===== config.mk =====
export PLATFORM = sky130hd
export DESIGN_NAME = friscv_dcache_bridge
export DESIGN_NICKNAME = d
export VERILOG_FILES = /design/src/rtl/friscv_dcache_bridge.sv
export SDC_FILE = /design/constraint.sdc
export NUM_CORES = 1
export LEC_CHECK = 0
export ABC_CLOCK_PERIOD_IN_PS = 2700
export CORE_AREA = 10 10 211 213
export DETAILED_ROUTE_END_ITERATION = 16
export DIE_AREA = 0 0 221 223
export RECOVER_POWER = 50
export SLEW_MARGIN = 10
export SYNTH_ARGS = -nofsm -noshare
export SYNTH_HDL_FRONTEND = slang
export SYNTH_SLANG_ARGS = --single-unit

===== constraint.sdc =====
create_clock -name aclk -period 2.7 [get_ports aclk]
set_clock_uncertainty 0.1 [all_clocks]
set_input_delay 0.27 -clock aclk [delete_from_list [all_inputs] [get_ports aclk]]
set_output_delay 0.27 -clock aclk [all_outputs]
set_load 0.05 [all_outputs]

===== src/rtl/friscv_dcache_bridge.sv =====
// Data-side bridge from the memfy load/store unit to the wide AXI memory bus.
// Tracks outstanding traffic, steers lanes, guards read-after-write and drains on flush.
module friscv_dcache_bridge #(
    parameter int XLEN        = 32,
    parameter int AXI_ADDR_W  = 32,
    parameter int AXI_ID_W    = 8,
    parameter int AXI_DATA_W  = 128,
    parameter int AXI_ID_MASK = 'h40,
    parameter int OSTDREQ_NUM = 4
) (
    input  logic                    aclk,
    input  logic                    aresetn,
    input  logic                    srst,
    input  logic                    flush_req,
    output logic                    flush_ack,
    input  logic                    memfy_awvalid,
    output logic                    memfy_awready,
    input  logic [AXI_ADDR_W-1:0]   memfy_awaddr,
    input  logic [AXI_ID_W-1:0]     memfy_awid,
    input  logic                    memfy_wvalid,
    output logic                    memfy_wready,
    input  logic [XLEN-1:0]         memfy_wdata,
    input  logic [XLEN/8-1:0]       memfy_wstrb,
    output logic                    memfy_bvalid,
    input  logic                    memfy_bready,
    output logic [AXI_ID_W-1:0]     memfy_bid,
    output logic [1:0]              memfy_bresp,
    input  logic                    memfy_arvalid,
    output logic                    memfy_arready,
    input  logic [AXI_ADDR_W-1:0]   memfy_araddr,
    input  logic [AXI_ID_W-1:0]     memfy_arid,
    output logic                    memfy_rvalid,
    input  logic                    memfy_rready,
    output logic [AXI_ID_W-1:0]     memfy_rid,
    output logic [1:0]              memfy_rresp,
    output logic [XLEN-1:0]         memfy_rdata,
    output logic                    mem_awvalid,
    input  logic                    mem_awready,
    output logic [AXI_ADDR_W-1:0]   mem_awaddr,
    output logic [AXI_ID_W-1:0]     mem_awid,
    output logic                    mem_wvalid,
    input  logic                    mem_wready,
    output logic [AXI_DATA_W-1:0]   mem_wdata,
    output logic [AXI_DATA_W/8-1:0] mem_wstrb,
    input  logic                    mem_bvalid,
    output logic                    mem_bready,
    input  logic [AXI_ID_W-1:0]     mem_bid,
    input  logic [1:0]              mem_bresp,
    output logic                    mem_arvalid,
    input  logic                    mem_arready,
    output logic [AXI_ADDR_W-1:0]   mem_araddr,
    output logic [AXI_ID_W-1:0]     mem_arid,
    input  logic                    mem_rvalid,
    output logic                    mem_rready,
    input  logic [AXI_ID_W-1:0]     mem_rid,
    input  logic [1:0]              mem_rresp,
    input  logic [AXI_DATA_W-1:0]   mem_rdata,
    input  logic                    mem_rlast
);

    localparam int SCALE  = AXI_DATA_W / XLEN;
    localparam int LW     = (SCALE > 1) ? $clog2(SCALE) : 1;
    localparam int BOFF   = $clog2(XLEN / 8);
    localparam int LOFF   = $clog2(AXI_DATA_W / 8);
    localparam int LINE_W = AXI_ADDR_W - LOFF;
    localparam int PW     = $clog2(OSTDREQ_NUM);
    localparam int SW     = AXI_DATA_W / 8;
    localparam logic [PW-1:0] P1 = 1;
    localparam logic [PW:0]   C1 = 1;
    localparam logic [PW:0]   CN = OSTDREQ_NUM;

    typedef enum logic [1:0] {IDLE, DRAIN, ACK} fl_t;

    function automatic logic [LW-1:0] lane_of(input logic [AXI_ADDR_W-1:0] a);
        return LW'((a >> BOFF) & AXI_ADDR_W'(SCALE - 1));
    endfunction

    function automatic logic [LINE_W-1:0] line_of(input logic [AXI_ADDR_W-1:0] a);
        return LINE_W'(a >> LOFF);
    endfunction

    fl_t                state, state_nxt;
    logic [LINE_W-1:0]  wline [OSTDREQ_NUM];
    logic [LW-1:0]      wlane [OSTDREQ_NUM];
    logic [LW-1:0]      rlane [OSTDREQ_NUM];
    logic [OSTDREQ_NUM-1:0] wvld;
    logic [PW-1:0]      aw_ptr, w_ptr, b_ptr, r_wp, r_rp;
    logic [PW:0]        wcnt, wcnt_nxt, rcnt, rcnt_nxt, wpend, wpend_nxt;
    logic               run, draining, hit;
    logic               aw_ok, w_ok, ar_ok;
    logic               aw_hs, w_hs, b_hs, ar_hs, r_hs;
    logic [LINE_W-1:0]  ar_line;
    logic [LW-1:0]      w_lane, r_lane;

    assign run      = aresetn & ~srst;
    assign draining = (state != IDLE);
    assign ar_line  = line_of(memfy_araddr);
    assign w_lane   = wlane[w_ptr];
    assign r_lane   = rlane[r_rp];

    assign aw_ok = run & (wcnt != CN) & ~draining;
    assign w_ok  = run & (wpend != '0);
    assign ar_ok = run & (rcnt != CN) & ~hit & ~draining;

    assign aw_hs = memfy_awvalid & mem_awready & aw_ok;
    assign w_hs  = memfy_wvalid & mem_wready & w_ok;
    assign b_hs  = mem_bvalid & memfy_bready & run;
    assign ar_hs = memfy_arvalid & mem_arready & ar_ok;
    assign r_hs  = mem_rvalid & memfy_rready & mem_rlast & run;

    assign mem_awvalid   = memfy_awvalid & aw_ok;
    assign memfy_awready = mem_awready & aw_ok;
    assign mem_awaddr    = memfy_awaddr;
    assign mem_awid      = memfy_awid | AXI_ID_W'(AXI_ID_MASK);

    assign mem_wvalid   = memfy_wvalid & w_ok;
    assign memfy_wready = mem_wready & w_ok;
    assign mem_wdata    = {SCALE{memfy_wdata}};
    assign mem_wstrb    = SW'(memfy_wstrb) << (int'(w_lane) * (XLEN / 8));

    assign memfy_bvalid = mem_bvalid & run;
    assign mem_bready   = memfy_bready & run;
    assign memfy_bid    = mem_bid;
    assign memfy_bresp  = mem_bresp;

    assign mem_arvalid   = memfy_arvalid & ar_ok;
    assign memfy_arready = mem_arready & ar_ok;
    assign mem_araddr    = memfy_araddr;
    assign mem_arid      = memfy_arid | AXI_ID_W'(AXI_ID_MASK);

    assign memfy_rvalid = mem_rvalid & run;
    assign mem_rready   = memfy_rready & run;
    assign memfy_rid    = mem_rid;
    assign memfy_rresp  = mem_rresp;
    assign memfy_rdata  = mem_rdata[int'(r_lane) * XLEN +: XLEN];

    assign flush_ack = run & (state == ACK);

    // Read-after-write guard: match the AR line against every live write and the incoming AW
    always_comb begin
        hit = aw_hs && (line_of(memfy_awaddr) == ar_line);
        for (int i = 0; i < OSTDREQ_NUM; i++)
            if (wvld[i] && (wline[i] == ar_line))
                hit = 1'b1;
    end

    // Next occupancy counts; a push and pop in one cycle cancel out
    always_comb begin
        wcnt_nxt = wcnt;
        if (aw_hs && !b_hs) wcnt_nxt = wcnt + C1;
        else if (!aw_hs && b_hs) wcnt_nxt = wcnt - C1;
        rcnt_nxt = rcnt;
        if (ar_hs && !r_hs) rcnt_nxt = rcnt + C1;
        else if (!ar_hs && r_hs) rcnt_nxt = rcnt - C1;
        wpend_nxt = wpend;
        if (aw_hs && !w_hs) wpend_nxt = wpend + C1;
        else if (!aw_hs && w_hs) wpend_nxt = wpend - C1;
    end

    // Flush sequencing: block new requests, wait for both trackers to empty, then ack
    always_comb begin
        state_nxt = state;
        unique case (state)
            IDLE:    if (flush_req) state_nxt = DRAIN;
            DRAIN:   if (wcnt_nxt == '0 && rcnt_nxt == '0) state_nxt = ACK;
            ACK:     state_nxt = flush_req ? DRAIN : IDLE;
            default: state_nxt = IDLE;
        endcase
    end

    // Tracking state, pointers and flush state register
    always_ff @(posedge aclk or negedge aresetn) begin
        if (!aresetn) begin
            state  <= IDLE;
            wvld   <= '0;
            wcnt   <= '0;
            rcnt   <= '0;
            wpend  <= '0;
            aw_ptr <= '0;
            w_ptr  <= '0;
            b_ptr  <= '0;
            r_wp   <= '0;
            r_rp   <= '0;
        end else if (srst) begin
            state  <= IDLE;
            wvld   <= '0;
            wcnt   <= '0;
            rcnt   <= '0;
            wpend  <= '0;
            aw_ptr <= '0;
            w_ptr  <= '0;
            b_ptr  <= '0;
            r_wp   <= '0;
            r_rp   <= '0;
        end else begin
            state <= state_nxt;
            wcnt  <= wcnt_nxt;
            rcnt  <= rcnt_nxt;
            wpend <= wpend_nxt;
            if (b_hs) begin
                wvld[b_ptr] <= 1'b0;
                b_ptr       <= b_ptr + P1;
            end
            if (aw_hs) begin
                wvld[aw_ptr] <= 1'b1;
                aw_ptr       <= aw_ptr + P1;
            end
            if (w_hs) w_ptr <= w_ptr + P1;
            if (ar_hs) r_wp <= r_wp + P1;
            if (r_hs) r_rp <= r_rp + P1;
        end
    end

    // Tracker payload storage; validity is carried by the counters and wvld
    always_ff @(posedge aclk) begin
        if (aw_hs) begin
            wline[aw_ptr] <= line_of(memfy_awaddr);
            wlane[aw_ptr] <= lane_of(memfy_awaddr);
        end
        if (ar_hs) rlane[r_wp] <= lane_of(memfy_araddr);
    end

endmodule


==> out/qor.csv <==
stage,metric,value,unit
place,post-detail-place hpwl,34100,um
yosys,Syn Inst Count,841,
critical_path,"Max FO, Critical Path",3,
critical_path,Critical path origin,memfy_awaddr[10],
yosys,Post-synth EDFFs,128,
run_status,violated checks,negative setup slack,
clock_network,CTS max path bufs,2,
yosys,area of the mapped netlist,0.0101,mm2
sta,worst setup margin,-0.262,ns
job,Max Cap Viol,0,
drt,met3 WL post-DR,4400,um
critical_path,Worst Path Required,2.96,ns
clock_network,clk root buf,clkbuf_16,
clock_network,clock latency on the worst-skew pair,0.43,ns
yosys,number of synthesized register bits,153,
finish,Area growth syn-to-layout,38.4,%
sta,Max Slew Vio Count,0,
global_route,GRT Resource Usage Total,15.9,%
drt,top layer in use,met5,
drt,# DRC,0,
drt,TritonRoute pass-1 iters,4,
yosys,"Seq/Total Area, Yosys",44.4,%
floorplan,io pins,566,
sta,final critical-path required period,2.96,ns
yosys,Post-synth top flop,edfxtp_1,
sta,Max Clk Rate,338,MHz
floorplan,die area,0.0493,mm2
drt,total routed wirelength,40600,um
floorplan,Die H,223,um
worst_hold_path,beginning of the worst hold path,memfy_awaddr[8],
yosys,async set-reset flop share out of synthesis,16.3,%
global_route,GRT overflow,0,
global_route,first-pass GRT wire length,57200,um
power,Pwr Density,454,mW/mm2
clock_network,CTS tree,done,
drt,initial DRC count,370,
floorplan,core region area,0.0404,mm2
clock_network,CTS Buf Count,17,
sta,period utilization,110,%
critical_path,CP Capture Type,flip-flop,
yosys,largest cells by area after synthesis,"edfxtp_1 38%, buf_4 17%, xnor2_1 8.3%",
power,Pwr Total,6320,uW
place,cell area after placement,0.0130,mm2
yosys,Yosys top cell by area,edfxtp_1,
sta,"Hold Vio Cnt, Final",0,
floorplan,starting density of the core,24.9,%
place,final RePlAce weighted congestion,0.833,
drt,detailed-route via count,6870,
finish,Fillers,4093,
clock_network,CTS H-tree lvls,4,
run_status,outcome,"finished, violations left",
drt,met2 routed WL,21400,um
clock_network,"Reg clk slew, reported paths",0.06,ns
yosys,Syn. warnings,0,
finish,Reg area,0.00447,mm2
finish,proportion of layout cells with a drive suffix above 1,26.7,%
yosys,average size of a mapped cell,12.0,um2
sta,slew margin rel.,2.91,%
drt,post-route ant nets,0,
power,VDD IR max,0.428,mV
drt,metal1 wirelength,14300,um
finish,Multi-input gate area,0.00375,mm2
global_route,pin count of the biggest net entering global routing,33,
critical_path,reg-to-reg startpoint,wline[2][20],
drt,Via density,4.28,
critical_path,arrival time at the worst endpoint,3.22,ns
yosys,post-synth top area share,38.2,%
sta,RSZ-0062 raised after global routing,true,
place,buffers added on ports,325,
sta,final setup fails,5,
critical_path,critical path startpoint category,primary input,
drt,WL/cell,25.3,um
finish,Layout Nets,1354,
worst_hold_path,worst min-delay path class,primary input to flip-flop,
global_route,vias in the first global route,7463,
floorplan,row cnt,74,
floorplan,Die X,221,um
critical_path,Crit Path Class,primary input to flip-flop,
finish,fin area,0.0139,mm2
clock_network,TritonCTS Sinks,153,
yosys,post-synth cell types,49,
global_route,initial antenna violation count,10,
power,leakage dissipation,0.00515,uW
sta,worst slew pin tran,1.46,ns
## cells in the mapped netlist (2+ instances only)
cell type  instances
a21oi_1           13
a22oi_1            2
and2_1            24
and3_1            15
buf_1              3
buf_2             17
buf_4            230
buf_6             10
clkbuf_1           9
dfrtp_1           25
edfxtp_1         128
ha_1              18
inv_1             16
mux4_2            36
nand2_1           24
nand3_1           10
nand4_1           24
nor2_1            28
nor2b_1            4
nor3_1             4
nor3b_1            2
nor4_1            15
nor4_2             3
o21ai_0            7
or3_1              2
xnor2_1           95
xor2_1            55
## path summary, 6_finish.rpt
check,endpoint,depth (start not counted),slack [ns]
min in group asynchronous,aw_ptr[0],3,0.51
setup reg to reg,state[1],10,-0.25
hold reg to reg,wvld[0],2,0.43
setup / recovery,state[1],10,-0.26
hold / removal,wline[2][4],1,0.14
max in group asynchronous,r_rp[0],3,1.04
## cell families after synthesis
| logic type | count (synthesis) | share of synthesized area, % |
|---|---|---|
| XOR/XNOR | 150 | 13.1 |
| buffers and inverters | 285 | 20.2 |
| AND/OR/NAND/NOR | 164 | 9.52 |
| adder cells (fa/ha/maj) | 19 | 2.44 |
| other | 1 | 0.0373 |
| flip-flops | 153 | 44.4 |
| multiplexers | 37 | 8.17 |
| AO/OA/AOI/OAI | 32 | 2.23 |
## metrics by stage
step / util, % / cells / setup WS, ns / setup TNS (ns) / hold WS [ns]
floorplan: - / 842 / 0.0136 / 0 / -0.126
global placement: 32.2 / 1556 / -0.794 / -8.12 / 0.410
detailed placement: 32.2 / 1556 / -0.840 / -8.99 / 0.418
CTS: 34.7 / 1602 / -0.226 / -2.80 / 0.144
global route: 34.5 / 1601 / -0.383 / -2.54 / 0.169
finish: 34.5 / 1605 / -0.262 / -1.06 / 0.143
## final cells by class
cell class              instances  area share (%)
inverters                      16           0.431
multi-input cells             404            26.9
clock buffers                  17            3.05
flip-flops and latches        153            32.1
clock inverters                15           0.799
diodes                          4          0.0719
well taps                     532            4.78
repair buffers                464            31.8
## cells in the final DEF, fill, tap and decap left out, types with 3 or more instances in the layout
cell and count:
nand4_1 24, xnor2_2 3, xnor2_1 92, nor4_1 7, nor3_1 4, buf_4 122, buf_6 36, dfrtp_1 24
clkbuf_1 23, xor2_1 53, nor2_1 28, o21ai_0 5, clkinv_2 4, edfxtp_1 128, buf_8 3, dlygate4sd3_1 18
buf_12 19, clkdlybuf4s50_1 224, and2_1 22, clkbuf_16 17, a21oi_1 10, diode_2 4, dlymetal6s2s_1 4, and3_1 14
nor2b_1 4, nor4_2 9, inv_1 16, inv_6 9, mux4_2 36, nand3_1 10, ha_1 18, nand2_1 24
dlygate4sd2_1 14
## report_power, final
part | leakage [uW] | switching (uW) | internal, uW
registers | 0.00150 | 12.7 | 2580
logic | 0.00338 | 816 | 721
clock network | 0.000272 | 1000 | 1190
total | 0.00515 | 1830 | 4490
## layer usage
metal	global-route usage, %	up-vias
li1	-	3138
met1	16.6	3311
met2	29.0	379
met3	7.61	34
met4	2.59	8
met5	0	-
## flip-flops by register name, indices dropped and copies added (netlist names)
name    count
aw_ptr      2
b_ptr       2
r_rp        2
r_wp        2
rcnt        3
rlane       8
state       2
w_ptr       2
wcnt        3
wlane       8
wline     112
wpend       3
wvld        4
## critical path: stages
cell and delay [ns]:
dlygate4sd3_1 0.57, xor2_1 0.18, nor4_2 0.34, nand4_1 0.27, nor4_4 0.38, nand4b_4 0.21, nor3_4 0.05, or4_4 0.43
a2111oi_4 0.32, and3_1 0.19
## repair_timing
item | 4_1_cts | 5_1_grt
hold buffers | 0 | 0
endpoints found under the hold margin | 0 | 0
gates resized for setup | 78 | 21
gates cloned | 3 | 0
setup buffers | 11 | 2
setup endpoints to repair | 51 | 47
pin swaps | 13 | 10
No activity file was read; power rests on OpenSTA's default activity.
==> edit: new RTL, same flow settings <==
`AXI_ADDR_W`: 32 -> 24.
--- a/src/rtl/friscv_dcache_bridge.sv
+++ b/src/rtl/friscv_dcache_bridge.sv
@@ -2,7 +2,7 @@
 // Tracks outstanding traffic, steers lanes, guards read-after-write and drains on flush.
 module friscv_dcache_bridge #(
     parameter int XLEN        = 32,
-    parameter int AXI_ADDR_W  = 32,
+    parameter int AXI_ADDR_W  = 24,
     parameter int AXI_ID_W    = 8,
     parameter int AXI_DATA_W  = 128,
     parameter int AXI_ID_MASK = 'h40,
Ports: changed (resized mem_araddr, mem_awaddr, memfy_araddr and memfy_awaddr); port bits go from 566 to 534. The function was not compared with the original's and may differ.
==> edit against the unedited design <==
  * The run still ends with setup timing left
  * Via count shrank 17%
  * Hold slack better by 0.23 ns
  * Core utilization is 5.3 points lower
  * First-iteration DRC count decreased by 15%
  * Sequential cell count decreased by 32
  * Non-clock buffer count down 92
  * Routed wire length down 15%
  * Area after synthesis decreased by 17%
  * Cell area fell by 15%
  * Total power is 11% lower
  * Setup slack better by 0.23 ns
  * Critical endpoint is now memfy_rdata[27]
  * Largest cell class is now non-clock buffers
==> edit: results (changes against the unedited design) <==
Status
  • Outcome: finished with violations (unchanged)
  • Failing checks: setup timing (unchanged)

Placement
  • DP HPWL: 29.33 mm (was 34.11 mm)
  • Routability congestion estimate: 0.8407 (was 0.8326)
  • Pre-CTS setup slack: -0.2022 ns (was -0.8401 ns)

Cells and area
  • Filler cells: 4181 (was 4093)
  • # diodes: 0 (was 4)
  • Share of layout cells above drive strength 1: 0.2503 (was 0.2666)
  • Largest regs: wline x80, rlane x8, wlane x8 (was wline x112, rlane x8, wlane x8)

Setup path
  • Worst endpoint data arrival time: 2.36 ns (was 3.22 ns)
  • CP max FO: 8 (was 3)

Global routing
  • First-pass GRT wire length: 47.55 mm (was 57.24 mm)
  • Vias in the first global route: 6091 (was 7463)
  • Overall routing resource usage: 0.1326 (was 0.1595)
  • Largest net degree at the start of global routing: 29 (was 33)
  • Initial antenna violation count: 5 (was 10)

Logic synthesis
  • EDFF count, synth: 96 (was 128)
  • Sequential share of the synthesized area: 0.4182 (was 0.4440)
  • Synth top cells by count: buf_4, edfxtp_1, xnor2_1, xor2_1, mux4_2 (was buf_4, edfxtp_1, xnor2_1)
  • Post-synthesis async set-or-reset flop share: 0.2066 (was 0.1634)
  • Top post-synthesis cells by area: edfxtp_1, buf_4, mux4_2 (was edfxtp_1, buf_4, xnor2_1)
  • Post-synth cell types: 47 (was 49)

Clock network
  • Clock transition at the registers of the reported paths: 0.06 ns (about the same)
  • Clk Latency, worst-skew pair: 0.41 ns (was 0.43 ns)

Route
  • DRT iter0 DRCs: 315 (was 370)
  • Detailed-route via count: 5683 (was 6870)

Pwr
  • VDD IR max: 0.0004390 V (was 0.0004283 V)
  • LEAKAGE: 4.359 nW (was 5.149 nW)

Timing
  • Setup Viol. Count Final: 1 (was 5)
  • Setup_tns: -0.03248 ns (was -1.057 ns)
  • Max-slew headroom: 0.03325 (was 0.02906)
  • Worst Slack Setup Final: -0.03248 ns (was -0.2622 ns)
## edit: path summary, 6_finish.rpt
kind | endpoint | slack, ns | cells after the start | startpoint
setup / recovery | memfy_rdata[27] | -0.03 | 4 | r_rp[0]$_DFFE_PN0P_
hold / removal | state[0]$_DFFE_PN0P_ | 0.37 | 3 | flush_req
setup reg to reg | rlane[1][1]$_DFFE_PP_ | 0.23 | 9 | wcnt[1]$_DFF_PN0_
hold reg to reg | state[1]$_DFFE_PN0P_ | 0.43 | 1 | state[1]$_DFFE_PN0P_
max in group asynchronous | r_rp[0]$_DFFE_PN0P_ | 0.74 | 3 | aresetn
min in group asynchronous | state[1]$_DFFE_PN0P_ | 0.79 | 3 | aresetn
## edit: final cells by class
type / instances / area (µm²) / area share
Tap cell: 532 / 665.6 / 0.05645
Inverter: 17 / 63.81 / 0.005412
Clock buffer: 17 / 425.4 / 0.03608
Multi-Input combinational cell: 337 / 3172 / 0.2690
Clock inverter: 15 / 152.6 / 0.01295
Sequential cell: 121 / 3510 / 0.2976
Timing Repair Buffer: 372 / 3802 / 0.3225
## edit: through the flow
stage / power [mW] / cell area [µm²] / hold WS (ns) / utilization / cells
after floorplan: 3.442 / 8393 / -0.1256 / - / 720
after global placement: 3.395 / 10920 / 0.4146 / 0.2704 / 1371
after detailed placement: 3.404 / 10920 / 0.4221 / 0.2704 / 1371
after CTS: 5.655 / 11670 / 0.2757 / 0.2891 / 1409
after global routing: 5.821 / 11790 / 0.3638 / 0.2921 / 1411
final: 5.621 / 11790 / 0.3725 / 0.2921 / 1411
## edit: cell families after synthesis
family                     synth area share
buffers and inverters                0.2161
and+or+nand+nor                     0.09515
DFF                                  0.4182
xor gates and xnor gates             0.1169
muxes                                0.1004
AOI/OAI and AO/OA                   0.02356
adders and majority gates           0.02923
other                             0.0004470
## edit: critical path, cell delays in order, from the launching register on
cell and delay, ns:
dfrtp_2 0.40, mux4_2 0.64, buf_12 0.20, mux4_2 0.52
buf_6 0.20
## edit: layer usage
metal	track usage	vias up	wire length, µm
met2	0.1960	256	15420
met4	0.04839	8	998
met1	0.1412	2745	12010
met5	0	-	55
li1	-	2583	-
met3	0.1011	91	5891
## edit: power breakdown
part / internal, mW / switching, mW / leakage [nW]
Combinational: 0.637 / 0.702 / 2.87
Sequential: 2.04 / 0.0251 / 1.21
Clock: 1.30 / 0.917 / 0.285
## edit: timing repair
action	in CTS	in global routing
pin swaps	3	7
gates resized for setup	21	40
endpoints found under the setup margin	37	30
buffers inserted	4	2
cloned	2	0
